==> config.mk <==
export PLATFORM = sky130hd
export DESIGN_NAME = mem_arbiter
export DESIGN_NICKNAME = d
export VERILOG_FILES = /design/src/rtl/mem_arbiter.sv
export SDC_FILE = /design/constraint.sdc
export NUM_CORES = 1
export LEC_CHECK = 0
export ABC_AREA = 1
export CAP_MARGIN = 20
export CORE_MARGIN = 2
export CORE_UTILIZATION = 46
export CTS_CLUSTER_DIAMETER = 30
export CTS_CLUSTER_SIZE = 12
export DETAILED_ROUTE_END_ITERATION = 16
export PLACE_DENSITY = 0.86
export SKIP_CTS_REPAIR_TIMING = 1
export SLEW_MARGIN = 25
export SYNTH_ARGS = -nofsm -noshare
export SYNTH_HDL_FRONTEND = slang
export SYNTH_SLANG_ARGS = --single-unit
export TNS_END_PERCENT = 100
==> constraint.sdc <==
create_clock -name clk -period 4.4 [get_ports clk]
set_clock_uncertainty 0.15 [all_clocks]
set_input_delay 0.88 -clock clk [delete_from_list [all_inputs] [get_ports clk]]
set_output_delay 0.88 -clock clk [all_outputs]
set_load 0.02 [all_outputs]
==> src/rtl/mem_arbiter.sv <==
// rtl/mem_arbiter.sv - fetch/data arbiter onto a single-port memory, one transaction in flight
// Data has priority; a streak counter forces a fetch grant after MAX_DM_STREAK data grants.
module mem_arbiter #(
   parameter int ADDR_W        = 32,
   parameter int DATA_W        = 32,
   parameter int MAX_DM_STREAK = 4,
   parameter int TIMEOUT       = 16
) (
   input  logic              clk,
   input  logic              reset,
   input  logic              if_req,
   input  logic [ADDR_W-1:0] if_addr,
   output logic [DATA_W-1:0] if_rdata,
   output logic              if_ready,
   input  logic              dm_req,
   input  logic              dm_we,
   input  logic [ADDR_W-1:0] dm_addr,
   input  logic [DATA_W-1:0] dm_wdata,
   output logic [DATA_W-1:0] dm_rdata,
   output logic              dm_ready,
   output logic              mem_en,
   output logic              mem_we,
   output logic [ADDR_W-1:0] mem_addr,
   output logic [DATA_W-1:0] mem_wdata,
   input  logic [DATA_W-1:0] mem_rdata,
   input  logic              mem_ack,
   output logic              bus_err
);

   localparam logic [1:0] IDLE    = 2'd0;
   localparam logic [1:0] IF_WAIT = 2'd1;
   localparam logic [1:0] DM_WAIT = 2'd2;

   localparam int WAIT_W = $clog2(TIMEOUT + 1);
   localparam int STRK_W = $clog2(MAX_DM_STREAK + 1);

   logic [1:0]        state_q, state_d;
   logic [WAIT_W-1:0] wait_cnt_q, wait_cnt_d;
   logic [STRK_W-1:0] streak_q, streak_d;
   logic              mem_en_q, mem_en_d;
   logic              mem_we_q, mem_we_d;
   logic [ADDR_W-1:0] mem_addr_q, mem_addr_d;
   logic [DATA_W-1:0] mem_wdata_q, mem_wdata_d;
   logic [DATA_W-1:0] if_rdata_q, if_rdata_d;
   logic [DATA_W-1:0] dm_rdata_q, dm_rdata_d;
   logic              if_ready_q, if_ready_d;
   logic              dm_ready_q, dm_ready_d;
   logic              bus_err_q, bus_err_d;

   logic streak_full;
   logic fetch_win;
   logic timed_out;

   assign streak_full = (streak_q == STRK_W'(MAX_DM_STREAK));
   assign fetch_win   = if_req && (!dm_req || streak_full);
   // An ack arriving on the last allowed wait cycle wins over the timeout.
   assign timed_out   = !mem_ack && (wait_cnt_q == WAIT_W'(TIMEOUT - 1));

   always_comb begin
      state_d     = state_q;
      wait_cnt_d  = wait_cnt_q;
      streak_d    = streak_q;
      mem_en_d    = 1'b0;
      mem_we_d    = mem_we_q;
      mem_addr_d  = mem_addr_q;
      mem_wdata_d = mem_wdata_q;
      if_rdata_d  = if_rdata_q;
      dm_rdata_d  = dm_rdata_q;
      if_ready_d  = 1'b0;
      dm_ready_d  = 1'b0;
      bus_err_d   = 1'b0;

      case (state_q)
         IDLE: begin
            if (if_req || dm_req) begin
               mem_en_d   = 1'b1;
               wait_cnt_d = '0;
               if (fetch_win) begin
                  state_d     = IF_WAIT;
                  mem_we_d    = 1'b0;
                  mem_addr_d  = if_addr;
                  mem_wdata_d = '0;
                  streak_d    = '0;
               end else begin
                  state_d     = DM_WAIT;
                  mem_we_d    = dm_we;
                  mem_addr_d  = dm_addr;
                  mem_wdata_d = dm_wdata;
                  if (!if_req) begin
                     streak_d = '0;
                  end else if (!streak_full) begin
                     streak_d = streak_q + STRK_W'(1);
                  end
               end
            end
         end
         IF_WAIT, DM_WAIT: begin
            if (mem_ack) begin
               if (state_q == IF_WAIT) begin
                  if_rdata_d = mem_rdata;
               end else if (!mem_we_q) begin
                  dm_rdata_d = mem_rdata;
               end
            end else begin
               wait_cnt_d = wait_cnt_q + WAIT_W'(1);
            end
            if (mem_ack || timed_out) begin
               if_ready_d = (state_q == IF_WAIT);
               dm_ready_d = (state_q == DM_WAIT);
               bus_err_d  = timed_out;
               state_d    = IDLE;
            end
         end
         default: state_d = IDLE;
      endcase
   end

   always_ff @(posedge clk or negedge reset) begin
      if (!reset) begin
         state_q     <= IDLE;
         wait_cnt_q  <= '0;
         streak_q    <= '0;
         mem_en_q    <= 1'b0;
         mem_we_q    <= 1'b0;
         mem_addr_q  <= '0;
         mem_wdata_q <= '0;
         if_rdata_q  <= '0;
         dm_rdata_q  <= '0;
         if_ready_q  <= 1'b0;
         dm_ready_q  <= 1'b0;
         bus_err_q   <= 1'b0;
      end else begin
         state_q     <= state_d;
         wait_cnt_q  <= wait_cnt_d;
         streak_q    <= streak_d;
         mem_en_q    <= mem_en_d;
         mem_we_q    <= mem_we_d;
         mem_addr_q  <= mem_addr_d;
         mem_wdata_q <= mem_wdata_d;
         if_rdata_q  <= if_rdata_d;
         dm_rdata_q  <= dm_rdata_d;
         if_ready_q  <= if_ready_d;
         dm_ready_q  <= dm_ready_d;
         bus_err_q   <= bus_err_d;
      end
   end

   assign mem_en    = mem_en_q;
   assign mem_we    = mem_we_q;
   assign mem_addr  = mem_addr_q;
   assign mem_wdata = mem_wdata_q;
   assign if_rdata  = if_rdata_q;
   assign dm_rdata  = dm_rdata_q;
   assign if_ready  = if_ready_q;
   assign dm_ready  = dm_ready_q;
   assign bus_err   = bus_err_q;

endmodule

Word level (Yosys, flattened, before mapping)
Index checks and enable logic that the tools add are counted.
Operators by class
  divide/modulo/power cells: 0
  add/sub/neg operators: 2
  shift-type cells: 0
  reduce and logical (&&, ||, !) cells: 16
  order comparisons: 0
  multiply operators: 0
  multiplexer cells: 21
  bitwise logic cells: 2
  eq/ne operators: 8
Operator list (number)
  $mux W32: 2
  $mux W5: 2
  $pmux W5 S2: 1
  $mux W1: 9
  $mux W3: 3
  $reduce_and A3 Y1: 3
  $mux W2: 3
  $ne A2 B2 Y1 const B: 3
  $add A5 B1 Y5 const B: 1
  $eq A5 B4 Y1 const B: 1
  $pmux W2 S2: 1
  $reduce_and A2 Y1: 2
  $reduce_and A4 Y1: 1
  $add A3 B1 Y3 const B: 1
  $eq A3 B3 Y1 const B: 1
  $logic_or A1 B1 Y1: 3
  $ne A3 B2 Y1 const B: 1
  $eq A2 B1 Y1 const B: 1
  $eq A2 B2 Y1 const B: 1
  $logic_and A1 B1 Y1: 2
  $logic_not A1 Y1: 2
  $logic_not A2 Y1: 1
  $not A1 Y1: 2
  $reduce_bool A2 Y1: 1
  $reduce_or A2 Y1: 1
Word-level totals
  output and inout port bits: 133
  bits of input ports: 134
  flip-flop bits (word level): 143
  bits in writable memories: 0
  bits in read-only memories: 0
  word-level logic and storage cells: 61
  memories kept: 0
  bits in latches: 0

Depth between registers and ports, before layout
Gate-level depths: netlist (run 1).
  depth after elaboration: 6
  gate-level depth with buffers: 9
  gate-level depth less buffers: 9

Worst setup path after synthesis (run 1)
OpenSTA, ideal clock, no wires.
  path kind: input-to-reg
  from: in if_req
  to: reg mem_wdata_q[0], in the netlist mem_wdata[0]
  data required time: 4.133 ns
  path slack: 2.543 ns
  buffers on the path: 3
  stages on the path: 9
  library setup time: 0.117 ns
  arrival: 1.589 ns
  path through: buf_6 -> inv_2 -> nand2_2 -> nand2_2 -> inv_2 -> buf_6 -> buf_6 -> nand3_1 -> nand2_1
On the way
  word-level cells in the longest chain between the ends: 2
  elaborated cells on any way between the ends: 4
  those cells by class: 1 x mux; 3 x reduce/logical
Ends and longest elaborated chain
  start, declared: line 11  | input logic if_req,
  $logic_and A1 B1 Y1 or $logic_or A1 B1 Y1 (tied branches): line 55, 75
  $mux W32 or $reduce_and A2 Y1 (tied branches)
  end signal, assigned: line 139  | mem_wdata_q <= mem_wdata_d;
  end, declared: line 43  | logic [DATA_W-1:0] mem_wdata_q, mem_wdata_d;
Parallel ways exist; a longest one is shown, timed or not.
A chain may end at the register's enable or synchronous reset.

Final worst setup path (run 1)
  from: reg mem_we_q, in the netlist mem_we
  to: out mem_we
RTL lines
  start, declared: line 41  | logic mem_we_q, mem_we_d;
  start signal, assigned: line 137  | mem_we_q <= mem_we_d;
  end, declared: line 22  | output logic mem_we,
No word-level cell between the ends.

==> flow_summary.json, run 1 <==
{
  "status": "finished clean",
  "antenna_left": 0,
  "root_buffer": "clkbuf_16",
  "setup_viol": 0,
  "r2r-start": "state_q[0]",
  "fin_nets": 1115,
  "clk_pin_slew_ps": 50,
  "rsz0062_at_grt": "false",
  "syn_area_sq_um": 6200,
  "synth_edf_count": 0,
  "ys_types": 21,
  "drv_cap": 0,
  "wl_per_cell_um": 15.0,
  "syn_nets": 861,
  "track_usage_pct": 25.0,
  "cp_cell_sequence": "clkdlybuf4s50_1",
  "top_layer": "met4",
  "fill_cells": 998,
  "antenna_found_initial": 0,
  "yosysTopAreaCellShare_pct": 57.7,
  "die_w_um": 120,
  "cts_buffer_depth": 2,
  "boundaryPins": 267,
  "vias": 5674,
  "ys_seq_area_share_pct": 57.7,
  "synth_commonest_cells": "nand2_1 (259), dfrtp_1 (143), inv_1 (74)",
  "postLayoutSetupSlackWorst_ps": 1910,
  "worstHoldStart": "mem_addr[31]",
  "met2_wirelength_um": 8810,
  "ys.flop_type": "dfrtp_1",
  "via_per_inst": 4.88,
  "finalSetupTns_ps": 0,
  "port_buffers": 266,
  "die-area_sq_um": 14400,
  "wl_met1_um": 7120,
  "numCtsBuffers": 17,
  "place_congestion": 0.817,
  "clock_sinks": 143,
  "critPathLaunch": "mem_we",
  "cpMaxStageDelayCell": "clkdlybuf4s50_1",
  "ys_ff_latch": 143,
  "power_leakage_uw": 0.00467,
  "grt_pass1_vias": 5713,
  "crit_family": "buffers and inverters",
  "synthToLayoutAreaGrowth_pct": 54.0,
  "syn_area_per_cell_sq_um": 8.62,
  "crit_required_ps": 3370,
  "fin_crit_sh_pct": 56.6,
  "cp_max_fo": 3,
  "final.min_clock_period_ps": 2490,
  "diodes": 0,
  "max_freq_mhz": 402,
  "critPathBufInv": 1,
  "powerDensity_nw_per_um2": 719,
  "grt_overflow": 0,
  "grt_pass1_wl_um": 28400,
  "synth_warnings": 0,
  "holdCritPathClass": "flop to flop",
  "grt_max_degree": 107,
  "totalWireLength_um": 17400,
  "worst-slew-pin-transition_ps": 833,
  "drc": 0,
  "synth-async-reset-ratio_pct": 100,
  "crit_type": "flop to primary output",
  "worst_ep_arrival_time_ps": 1460,
  "peakVddDrop_uv": 423,
  "drive_above_1_share_pct": 4.96,
  "drtIter0Drc": 349,
  "netlist_instances": 720,
  "dr_wl_met3_um": 1060,
  "end_kind": "primary output",
  "tritoncts": "done",
  "coreArea_sq_um": 13200,
  "cts-htree-levels": 4,
  "synth_most_common_cell": "nand2_1",
  "place_ws_ps": 1590,
  "first_pass_iters": 7,
  "critPathMaxStageDelay_ps": 660,
  "critPathLaunchType": "flop",
  "dpl.hpwl_um": 12100,
  "fin_util_pct": 72.4,
  "start_util_pct": 47.0,
  "seq_area_sq_um": 3580,
  "maxSlewHeadroom_pct": 44.5,
  "fp.dieH_um": 120,
  "slew_violations": 0,
  "clk_latency_ps": 410,
  "rows": 42,
  "hold_viol": 0,
  "multiInputGateArea_sq_um": 2110,
  "yosys-top-cells-area": "dfrtp_1 (58%), nand2_1 (16%), nand3_1 (5.7%)",
  "yosysTopAreaCell": "dfrtp_1"
}
-- per-layer routing --
metal  up-vias  track usage [%]
met4         0             9.41
met5         -                0
met3        31             7.03
met2       182             41.9
li1       2766                -
met1      2695             30.8
-- metrics by stage --
stage | total power, uW | instances | hold WS (ps) | area [sq um]
finish | 6870 | 1163 | 327 | 9550
global route | 7290 | 1163 | 342 | 9550
CTS | 6920 | 1163 | 331 | 9550
detailed placement | 5460 | 1131 | 315 | 8960
global placement | 5380 | 1131 | 311 | 8960
floorplan | 3900 | 720 | 321 | 6200
-- placed cells by master, fill, tap and decap left out, drive strengths merged --
master         netlist  final
dfrtp              143    143
clkinvlp             0      2
nand4                3      3
nor3                 1      1
nand3               72     72
buf                 24     10
nor2                 9      9
inv                 78     79
nand2              262    262
a21boi               2      2
o21ai               69     69
clkbuf              17     24
a21oi                1      1
clkinv               0      4
nand3b              32     32
clkdlybuf4s50        0    265
bufinv               0      2
ha                   7      7
-- worst paths after layout --
path | endpoint | slack, ps | cells after the start
max in group asynchronous | if_rdata[16] | 2850 | 2
min | mem_addr[31] | 330 | 2
max | mem_we | 1910 | 1
min reg2reg | mem_addr[31] | 330 | 2
min in group asynchronous | mem_wdata[0] | 420 | 1
max reg2reg | streak_q[2] | 2290 | 8
-- cell families (layout without fill, tap and decap cells) --
kind of cell / count (synthesis) / count (layout) / share of synthesized area, %
compound gates: 72 / 72 / 5.89
fa+ha+maj: 7 / 7 / 1.41
buf+inv: 119 / 386 / 8.33
flops: 143 / 143 / 57.7
simple gates: 379 / 379 / 26.7
-- state kept, by name, indices dropped and copies added (netlist names) --
register,cells
state_q,2
if_rdata,32
wait_cnt_q,5
mem_wdata,32
dm_ready,1
if_ready,1
mem_we,1
mem_en,1
streak_q,3
bus_err,1
mem_addr,32
dm_rdata,32
-- power by group --
group	total, uW	internal [uW]	switching, uW
clock network	1410	880	534
logic	3210	1420	1790
registers	2240	1910	335
total	6870	4210	2660
-- cell type report --
class                           count  share of cell area (%)
Sequential cell                   143                    37.5
Clock inverter                      9                    1.13
Multi-Input combinational cell    458                    22.1
Tap cell                          176                    2.31
Inverter                           78                    3.06
Timing Repair Buffer              276                    29.0
Clock buffer                       23                    5.00
Note: power is estimated with default switching activity, not from simulation.
==> run 2: changes to the inputs <==
- CORE_UTILIZATION: 46 -> 43
- PLACE_DENSITY: 0.86 -> 0.81
- clock period: 4.4 -> 2.51 ns (I/O delays scaled with it)
==> run 2 against run 1 <==
Critical path depth did not move; flip-flop and latch count unchanged; via count down 0.99%; first-iteration DRC count up 0.86%; final cell count increased by 0.95%; clock power increased by 70%; worst hold slack lost 1.3 ps; combinational power up 79%; count of clock-buffer cells in the layout is the same; total power increased by 75%; highest routed layer unchanged.
==> flow_summary.json, run 2 (synthesis gave the netlist of run 1 again) <==
{
  "numCtsBuffers": 17,
  "clock_sinks": 143,
  "fin_util_pct": 69.1,
  "vias": 5618,
  "cpMaxStageDelayCell": "clkdlybuf4s50_1",
  "totalWireLength_um": 17500,
  "dpl.hpwl_um": 12500,
  "drtIter0Drc": 352,
  "final.min_clock_period_ps": 2160,
  "fin_crit_sh_pct": 86.1,
  "via_per_inst": 4.79,
  "root_buffer": "clkbuf_16",
  "maxSlewHeadroom_pct": 66.2,
  "final_cell_mix": "clkdlybuf4s50_1 (265), nand2_1 (259), dfrtp_1 (143)",
  "max_freq_mhz": 463,
  "status": "finished clean",
  "cts_buffer_depth": 2,
  "fill_cells": 1085,
  "cp_max_fo": 3,
  "finalSetupTns_ps": 0,
  "power.total_uw": 12000,
  "place_ws_ps": 376,
  "fp.dieH_um": 124,
  "crit_required_ps": 1860,
  "diodes": 0,
  "hold_viol": 0,
  "die_w_um": 124,
  "grt_overflow": 0,
  "critPathMaxStageDelay_ps": 660,
  "rsz0062_at_grt": "false",
  "critPathBufInv": 1,
  "die-area_sq_um": 15400,
  "grt_max_degree": 68,
  "boundaryPins": 267,
  "grt_pass1_vias": 5575,
  "cts-htree-levels": 4,
  "tritoncts": "done",
  "rows": 43,
  "drv_cap": 0,
  "port_buffers": 266,
  "first_pass_iters": 5,
  "powerDensity_nw_per_um2": 1250,
  "start_util_pct": 44.4,
  "synthToLayoutAreaGrowth_pct": 55.7,
  "wl_per_cell_um": 14.9,
  "antenna_left": 0,
  "setup_viol": 0,
  "grt_pass1_wl_um": 27800,
  "worst-slew-pin-transition_ps": 507,
  "antenna_found_initial": 0,
  "drc": 0,
  "clk_latency_ps": 410,
  "track_usage_pct": 23.5,
  "crit_type": "flop to primary output",
  "whs_ps": 325,
  "power_leakage_uw": 0.00473,
  "clk_pin_slew_ps": 60,
  "layout_commonest_cell": "clkdlybuf4s50_1",
  "holdCritPathClass": "flop to flop",
  "crit_family": "buffers and inverters",
  "postLayoutSetupSlackWorst_ps": 348,
  "drive_above_1_share_pct": 5.53,
  "cp_cell_sequence": "clkdlybuf4s50_1",
  "critPathLaunchType": "flop",
  "fin_nets": 1122,
  "slew_violations": 0,
  "place_congestion": 0.796,
  "end_kind": "primary output",
  "peakVddDrop_uv": 593,
  "coreArea_sq_um": 14000,
  "worst_ep_arrival_time_ps": 1510
}
## run 2: metrics by stage
stage | area (sq um) | cells
after global placement | 9090 | 1141
after detailed placement | 9090 | 1141
final | 9660 | 1174
after global routing | 9660 | 1174
after floorplan | 6200 | 720
after CTS | 9650 | 1173
## run 2: routing by layer
metal  wire [um]  global-route usage [%]
met2        8640                    38.5
met4         560                    10.1
met1        7310                    29.4
met3         970                    6.04
met5           0                       0
## run 2: where the power goes
group          switching [uW]  total, uW  internal, uW
Sequential                581       3920          3340
Combinational            3150       5730          2570
Clock                     950       2390          1440
## run 2: cell type report
class / count / area [sq um] / share of cell area [%]
Tap cell: 180 / 225 / 2.33
Clock buffer: 23 / 478 / 4.95
Multi-Input combinational cell: 458 / 2110 / 21.8
Inverter: 78 / 293 / 3.03
Timing Repair Buffer: 283 / 2890 / 30.0
Clock inverter: 9 / 83.8 / 0.868
Sequential cell: 143 / 3580 / 37.0
## run 2: worst paths after layout
kind,to,cells past startpoint,startpoint,slack [ps]
max,mem_we,1,mem_we,350
min,mem_addr[4],2,mem_addr[4],330
max reg2reg,dm_rdata[5],6,state_q[0],580
min reg2reg,mem_addr[4],2,mem_addr[4],330
max in group asynchronous,if_rdata[1],3,reset,1120
min in group asynchronous,mem_addr[28],2,reset,470
